File: config.mk
export PLATFORM = sky130hd
export DESIGN_NAME = instr_imm_encoder
export DESIGN_NICKNAME = d
export VERILOG_FILES = /design/src/rtl/instr_imm_encoder.sv
export SDC_FILE = /design/constraint.sdc
export NUM_CORES = 1
export LEC_CHECK = 0
export ABC_AREA = 1
export BUFFER_PORTS_ARGS = -buffer_cell sky130_fd_sc_hd__buf_2
export CAP_MARGIN = 25
export CORE_UTILIZATION = 39
export DETAILED_ROUTE_END_ITERATION = 12
export GPL_TIMING_DRIVEN = 0
export SYNTH_ARGS = -nofsm -noshare
export SYNTH_HDL_FRONTEND = slang
export SYNTH_SLANG_ARGS = --single-unit
File: constraint.sdc
create_clock -name clk -period 1.4 [get_ports clk]
set_input_delay 0.07 -clock clk [delete_from_list [all_inputs] [get_ports clk]]
set_output_delay 0.07 -clock clk [all_outputs]
set_load 0.005 [all_outputs]
File: src/rtl/instr_imm_encoder.sv
// Immediate encoder and instruction-RAM loader: packs imm_in into base_word per imm_src and streams the result to RAM.
// Optional build macro IMM_LOOPBACK_CHECK_EN adds a registered decode-back check with a loopback_mismatch port.
module instr_imm_encoder #(
  parameter int ADDR_W = 8,
  parameter int DEPTH  = 256
) (
  input  logic              clk,
  input  logic              rst_n,
  input  logic              load_start,
  input  logic              load_stop,
  input  logic              in_valid,
  output logic              in_ready,
  input  logic [15:0]       base_word,
  input  logic [7:0]        imm_in,
  input  logic [1:0]        imm_src,
  output logic              mem_we,
  output logic [ADDR_W-1:0] mem_addr,
  output logic [15:0]       mem_wdata,
  output logic              imm_err,
  output logic [7:0]        err_count,
  output logic [ADDR_W:0]   words_written,
`ifdef IMM_LOOPBACK_CHECK_EN
  output logic              loopback_mismatch,
`endif
  output logic              load_done
);

  localparam logic [1:0] S_IDLE = 2'd0;
  localparam logic [1:0] S_LOAD = 2'd1;
  localparam logic [1:0] S_FULL = 2'd2;

  localparam logic [ADDR_W:0]   DEPTH_C   = (ADDR_W + 1)'(DEPTH);
  localparam logic [ADDR_W-1:0] LAST_ADDR = ADDR_W'(DEPTH - 1);

  logic [1:0]        state_q, state_d;
  logic [ADDR_W:0]   acc_cnt_q, acc_cnt_d;
  logic [ADDR_W:0]   words_q, words_d;
  logic [7:0]        err_cnt_q, err_cnt_d;
  logic              mem_we_q;
  logic [ADDR_W-1:0] mem_addr_q;
  logic [15:0]       mem_wdata_q;
  logic              imm_err_q;

  logic              accept;
  logic              session_clear;
  logic [15:0]       enc_word;
  logic              enc_err;

  assign in_ready      = (state_q == S_LOAD) && (acc_cnt_q < DEPTH_C);
  assign accept        = in_valid & in_ready;
  assign load_done     = (state_q == S_FULL);
  assign mem_we        = mem_we_q;
  assign mem_addr      = mem_addr_q;
  assign mem_wdata     = mem_wdata_q;
  assign imm_err       = imm_err_q;
  assign err_count     = err_cnt_q;
  assign words_written = words_q;

  // Field packing; out-of-range values are still written, truncated to the field width.
  always_comb begin
    enc_word = base_word;
    enc_err  = 1'b0;
    case (imm_src)
      2'b00: begin
        enc_word = {base_word[15:9], imm_in[7:0], base_word[0]};
      end
      2'b01: begin
        enc_word = {base_word[15:6], imm_in[5:0]};
        enc_err  = !((imm_in[7:5] == 3'b000) || (imm_in[7:5] == 3'b111));
      end
      2'b10: begin
        enc_word = {base_word[15:6], imm_in[4:0], base_word[0]};
        enc_err  = (imm_in[7:5] != 3'b000);
      end
      default: begin
        enc_word = base_word;
        enc_err  = 1'b1;
      end
    endcase
  end

  // load_stop takes priority over load_start in every state.
  always_comb begin
    state_d       = state_q;
    session_clear = 1'b0;
    case (state_q)
      S_IDLE: begin
        if (load_start && !load_stop) begin
          state_d       = S_LOAD;
          session_clear = 1'b1;
        end
      end
      S_LOAD: begin
        if (load_stop) begin
          state_d = S_IDLE;
        end else if (mem_we_q && (mem_addr_q == LAST_ADDR)) begin
          state_d = S_FULL;
        end
      end
      S_FULL: begin
        if (load_stop) begin
          state_d = S_IDLE;
        end else if (load_start) begin
          state_d       = S_LOAD;
          session_clear = 1'b1;
        end
      end
      default: begin
        state_d = S_IDLE;
      end
    endcase
  end

  always_comb begin
    acc_cnt_d = acc_cnt_q;
    words_d   = words_q;
    err_cnt_d = err_cnt_q;
    if (session_clear) begin
      acc_cnt_d = '0;
      words_d   = '0;
      err_cnt_d = '0;
    end else begin
      if (accept) begin
        acc_cnt_d = acc_cnt_q + (ADDR_W + 1)'(1);
      end
      if (mem_we_q) begin
        words_d = words_q + (ADDR_W + 1)'(1);
        if (imm_err_q && (err_cnt_q != 8'hFF)) begin
          err_cnt_d = err_cnt_q + 8'd1;
        end
      end
    end
  end

  always_ff @(posedge clk or negedge rst_n) begin
    if (!rst_n) begin
      state_q     <= S_IDLE;
      acc_cnt_q   <= '0;
      words_q     <= '0;
      err_cnt_q   <= '0;
      mem_we_q    <= 1'b0;
      mem_addr_q  <= '0;
      mem_wdata_q <= '0;
      imm_err_q   <= 1'b0;
    end else begin
      state_q   <= state_d;
      acc_cnt_q <= acc_cnt_d;
      words_q   <= words_d;
      err_cnt_q <= err_cnt_d;
      mem_we_q  <= accept;
      imm_err_q <= accept & enc_err;
      if (accept) begin
        mem_addr_q  <= acc_cnt_q[ADDR_W-1:0];
        mem_wdata_q <= enc_word;
      end
    end
  end

`ifdef IMM_LOOPBACK_CHECK_EN
  logic [7:0] imm_cap_q;
  logic [1:0] src_cap_q;
  logic [7:0] dec_imm;
  logic       lb_mismatch_q;

  // Decode-side extraction rules applied to the word just written.
  always_comb begin
    dec_imm = 8'h00;
    case (src_cap_q)
      2'b00:   dec_imm = mem_wdata_q[8:1];
      2'b01:   dec_imm = {{2{mem_wdata_q[5]}}, mem_wdata_q[5:0]};
      2'b10:   dec_imm = {3'b000, mem_wdata_q[5:1]};
      default: dec_imm = 8'h00;
    endcase
  end

  always_ff @(posedge clk or negedge rst_n) begin
    if (!rst_n) begin
      imm_cap_q     <= '0;
      src_cap_q     <= '0;
      lb_mismatch_q <= 1'b0;
    end else begin
      if (accept) begin
        imm_cap_q <= imm_in;
        src_cap_q <= imm_src;
      end
      lb_mismatch_q <= mem_we_q && !imm_err_q && (dec_imm != imm_cap_q);
    end
  end

  assign loopback_mismatch = lb_mismatch_q;
`endif

endmodule
# After elaboration in Yosys (flattened, before gate mapping)
# Cells that the tools add are included.
[op_classes]
n_addsub = 3
mul = 0
n_div = 0
n_lt_le_gt_ge = 1
eq_ne = 10
n_shift = 0
muxes = 19
n_bitwise = 2
n_reduce_logical = 16
[ops]
columns = ["operator", "n"]
rows = [
  ["$mux 9", 4],
  ["$pmux 9 s3", 1],
  ["$mux 8", 3],
  ["$add 9x1->9 const B", 2],
  ["$mux 2", 5],
  ["$lt 9x9->1 const B", 1],
  ["$add 8x1->8 const B", 1],
  ["$eq 8x8->1 const B", 1],
  ["$ne 8x8->1 const B", 1],
  ["$pmux 2 s3", 1],
  ["$reduce_bool 2->1", 3],
  ["$eq 2x1->1 const B", 2],
  ["$eq 2x2->1 const B", 2],
  ["$logic_and 1x1->1", 4],
  ["$logic_not 2->1", 2],
  ["$eq 3x3->1 const B", 1],
  ["$logic_not 3->1", 1],
  ["$mux 1", 3],
  ["$ne 3x2->1 const B", 1],
  ["$ne 3x3->1 const B", 1],
  ["$pmux 1 s3", 1],
  ["$reduce_and 3->1", 1],
  ["$reduce_bool 3->1", 1],
  ["$and 1x1->1", 2],
  ["other kinds (5)", 6],
]
[word_totals]
reg_bits = 54
latch_bits = 0
mem_bits_rw = 0
rom_bits = 0
input_bits = 31
out_inout_bits = 45
word_cells = 59
mem_count = 0

# Depth between registers and ports, before layout
[depth]
word_depth = 6
mapped_depth = 9
ltp_nobuf = 8

# Worst setup path after synthesis
# No wires, ideal clock.
[synth_path]
kind = "reg2reg"
from = "register err_cnt_q[0], in the netlist err_count[0]"
to = "register err_cnt_q[6], in the netlist err_count[6]"
setup_ns = 0.071
arrival_time_ns = 1.289
required_time_ns = 1.329
setup_slack_ns = 0.040
path_stages_with_launch = 10
n_path_buf = 1
period_less_slack_ns = 1.360
cell_sequence = "dfrtp_1 -> ha_1 -> nand2_1 -> nor2_1 -> nand2_1 -> buf_2 -> nand3_1 -> nand2_1 -> inv_1 -> nor2_1"
[synth_via]
elab_chain_cells = 4
[synth_rtl]
columns = ["element", "line_no", "text"]
rows = [
  ["from (decl)", "38", "logic [7:0] err_cnt_q, err_cnt_d;"],
  ["from (signal assigned)", "149", "err_cnt_q <= err_cnt_d;"],
  ["$add 8x1->8 or $ne 8x8->1 (tied branches)", "129, 128", ""],
  ["$mux 8 or $logic_and 1x1->1 (tied branches)", "128", "if (imm_err_q && (err_cnt_q != 8'hFF)) begin"],
  ["$mux 8 or $reduce_bool 2->1 (tied branches)", "--", ""],
  ["$mux 8 or $reduce_and 2->1 (tied branches)", "--", ""],
]
# Parallel ways exist; a longest one is shown, timed or not. The select of a mux whose other input is x is not followed.
# A chain may end at the register's enable or synchronous reset.

# Worst setup path in the final report
[layout_path]
from = "register state_q[1]"
to = "register mem_wdata_q[1], in the netlist mem_wdata[1]"
[layout_via]
elab_chain_cells = 3
[layout_rtl]
columns = ["element", "line_no", "text"]
rows = [
  ["from (decl)", "35", "logic [1:0] state_q, state_d;"],
  ["from (signal assigned)", "146", "state_q <= state_d;"],
  ["$eq 2x1->1", "49", "assign in_ready = (state_q == S_LOAD) && (acc_cnt_q < DEPTH_C);"],
  ["$logic_and 1x1->1", "49", ""],
  ["$and 1x1->1", "50", "assign accept = in_valid & in_ready;"],
  ["to (signal assigned)", "154", "mem_wdata_q <= enc_word;"],
  ["to (decl)", "41", "logic [15:0] mem_wdata_q;"],
]
# Every way passes these cells.

==> flow_metrics.py <==
metrics = {
    "outcome": {
        "status": "completed",
    },
    "power_and_ir_drop": {
        "power_frac_seq": 0.500,
        "p_sw_frac": 0.286,
        "comb_power_share": 0.221,
        "vdd_drop_max_mv": 0.709,
        "leakagePower_nw": 1.92,
        "powerDensity_nw_per_um2": 1070,
        "power_mw": 3.90,
        "clockPowerShare": 0.278,
        "p_int_mw": 2.78,
        "p_sw_mw": 1.12,
    },
    "route": {
        "drt_iter0_markers": 123,
        "post_drt_wl_per_cell_microns": 12.1,
        "ant_nets": 0,
        "dr.pass1.iters": 4,
        "post_drt_via_cell_ratio": 4.80,
        "vias": 2735,
        "routed_wl_microns": 6910,
        "drcViolationCount": 0,
    },
    "worst_setup_path": {
        "cp_data_required_time_ps": 1600,
        "path_buf_inv": 3,
        "critPathKind": "reg -> reg",
        "cp-start-kind": "register",
        "cpPeakStageDelay_ps": 390,
        "path_cells": "inv_2, nand2_2, nor3_4, buf_12, buf_6, nand4_1, o21a_1",
        "crit_family": "flip-flops",
        "cpMaxStageDelayCell": "dfrtp_1",
        "path_max_fanout": 6,
        "cp_data_arrival_time_ps": 1530,
        "end_kind": "register",
    },
    "yosys": {
        "ys_ff_latch": 54,
        "synth.most_common_cell": "nand2_1",
        "yosys.area.top_type": "dfrtp_1",
        "synth.cell_area_sq_um": 2800,
        "synth_nets": 412,
        "ys.flop_type": "dfrtp_1",
        "synthArstFlopShare": 1.00,
        "ys_seq_area_frac": 0.483,
        "netlist.area_leader.share": 0.483,
        "ys_top_cells_by_area": "dfrtp_1, nand2_1, inv_1",
        "synth_common_cells": "nand2_1, dfrtp_1, inv_1, nor2_1, nand3_1",
        "syn_area_per_cell_sq_um": 7.39,
        "synth_edf_count": 0,
        "yosys_warnings": 0,
        "netlist-cell-type-count": 23,
        "syn_inst": 378,
    },
    "floorplan": {
        "rows": 30,
        "coreArea_sq_um": 6870,
        "die_w_microns": 86.7,
        "die_area_sq_um": 7510,
        "initial_core_util": 0.407,
        "ioPinCount": 76,
        "die_height_microns": 86.7,
    },
    "clock_tree": {
        "numCtsBuffers": 5,
        "cts_tree": "yes",
        "clkSinkCount": 54,
        "cts-root-buf": "clkbuf_8",
        "cts_buffer_depth": 2,
        "insertion_delay_ps": 310,
        "htree_levels": 2,
        "clkTransAtPathRegs_ps": 100,
    },
    "sta": {
        "min_period_ps": 1320,
        "final_max_slew_viol_count": 0,
        "clock-skew-final_ps": 15.3,
        "period_share": 0.944,
        "worstMarginPinSlew_ps": 633,
        "finalSetupViolCount": 0,
        "fmax_ghz": 0.757,
        "finalHoldViolCount": 0,
        "rsz0062_at_grt": "yes",
        "slew_headroom": 0.578,
    },
    "global_route": {
        "grt_usage": 0.194,
        "grt_overflow": 0,
        "grt_max_degree": 30,
        "grt_pass1_vias": 2548,
        "grt_pass1_wl_microns": 11500,
        "antenna_found_initial": 0,
    },
    "worst_hold_path": {
        "hold_path_class": "in -> reg",
    },
    "cells_and_area": {
        "fillCellCount": 689,
        "antenna_cells": 0,
        "final_util": 0.529,
        "syn_to_final_growth_pct": 29.9,
        "drive_above_1_share": 0.249,
        "layout.nets": 508,
    },
    "placed_design": {
        "place_hpwl_microns": 4850,
        "portBuffers": 74,
        "place_congestion": 0.847,
    },
    "job": {
        "cap_viol_max_count": 0,
    },
}
[logic make-up after synthesis]
| family | Yosys count | synth area share |
|---|---|---|
| flops | 54 | 0.483 |
| compound gates | 35 | 0.0725 |
| buf+inv | 63 | 0.0918 |
| fa+ha+maj | 3 | 0.0134 |
| simple gates | 223 | 0.339 |
[state kept, by name (all words and copies together), names as in the netlist]
register       flops
acc_cnt_q          9
err_count          8
imm_err            1
mem_addr           8
mem_wdata         16
mem_we             1
state_q            2
words_written      9
[layer usage]
| metal | vias to the layer above | track usage | share of wire |
|---|---|---|---|
| li1 | 1391 | - | - |
| met5 | - | 0 | 0 |
| met3 | 9 | 0.0390 | 0.043 |
| met4 | 0 | 0.0576 | 0.012 |
| met1 | 1263 | 0.240 | 0.45 |
| met2 | 72 | 0.341 | 0.50 |
[tightest hold or removal path: stages]
cell	delay, ps
buf_2	110
nand2_1	50
a31oi_1	70
[repair_timing]
action                                  CTS  global route
pin swaps                                 0             2
gates cloned                              0             2
setup buffers                             2             2
endpoints found under the setup margin    7            32
hold buffers                              8             0
endpoints found under the hold margin    32             0
gates resized for setup                   3            27
[per-stage QoR]
| step | setup slack, ps | hold WS (ps) | instances | cell area, sq um | TNS, ps |
|---|---|---|---|---|---|
| 2_1_floorplan | 39.7 | -226 | 378 | 2800 | 0 |
| 3_5_place_dp | -97.6 | 122 | 549 | 3310 | -501 |
| 6_report | 78.8 | 24.7 | 570 | 3630 | 0 |
| 4_1_cts | 11.8 | 14.5 | 566 | 3520 | 0 |
| 3_3_place_gp | -81.6 | 262 | 548 | 3290 | -351 |
| 5_1_grt | -31.8 | 28.9 | 570 | 3630 | -31.8 |
[final timing paths]
check	startpoint	endpoint	slack, ps	depth (start not counted)
max in group asynchronous	rst_n	mem_wdata[11]$_DFFE_PN0P_	510	3
min in group asynchronous	rst_n	words_written[1]$_DFFE_PN0P_	300	2
setup reg to reg	state_q[1]$_DFFE_PN0P_	mem_wdata[1]$_DFFE_PN0P_	80	7
hold reg to reg	mem_wdata[15]$_DFFE_PN0P_	mem_wdata[15]$_DFFE_PN0P_	480	2
setup / recovery	state_q[1]$_DFFE_PN0P_	mem_wdata[1]$_DFFE_PN0P_	80	7
hold / removal	imm_in[0]	mem_wdata[0]$_DFFE_PN0P_	20	3
[layout by cell type, fill, tap and decap left out, drive strengths merged]
| master | count |
|---|---|
| nand4 | 21 |
| inv | 50 |
| nand3 | 25 |
| o21bai | 1 |
| o21a | 5 |
| a211oi | 1 |
| nand2 | 121 |
| a21boi | 1 |
| clkbuf | 9 |
| nor2 | 46 |
| nor3 | 10 |
| o21ai | 16 |
| dlygate4sd3 | 8 |
| buf | 91 |
| o211ai | 1 |
| ha | 3 |
| a21oi | 6 |
| dfrtp | 54 |
| a31oi | 4 |
| bufinv | 1 |
[area by class of cell]
| cell class | instances | area, sq um | share of cell area |
|---|---|---|---|
| Tap cell | 96 | 120 | 0.0331 |
| Clock inverter | 1 | 30.0 | 0.00827 |
| Inverter | 50 | 188 | 0.0517 |
| Timing Repair Buffer | 89 | 529 | 0.146 |
| Clock buffer | 6 | 82.6 | 0.0227 |
| Multi-Input combinational cell | 261 | 1230 | 0.339 |
| Sequential cell | 54 | 1350 | 0.372 |
| Buffer | 13 | 97.6 | 0.0269 |
[power groups by stage]
stage / logic [mW] / registers, mW / clock network (mW)
finish: 0.863 / 1.95 / 1.08
global route: 0.984 / 1.99 / 1.18
CTS: 0.819 / 1.94 / 1.11
detailed placement: 0.796 / 1.97 / 0
global placement: 0.768 / 1.97 / 0
floorplan: 0.379 / 1.98 / 0
Note: power is estimated with default switching activity, not from simulation.
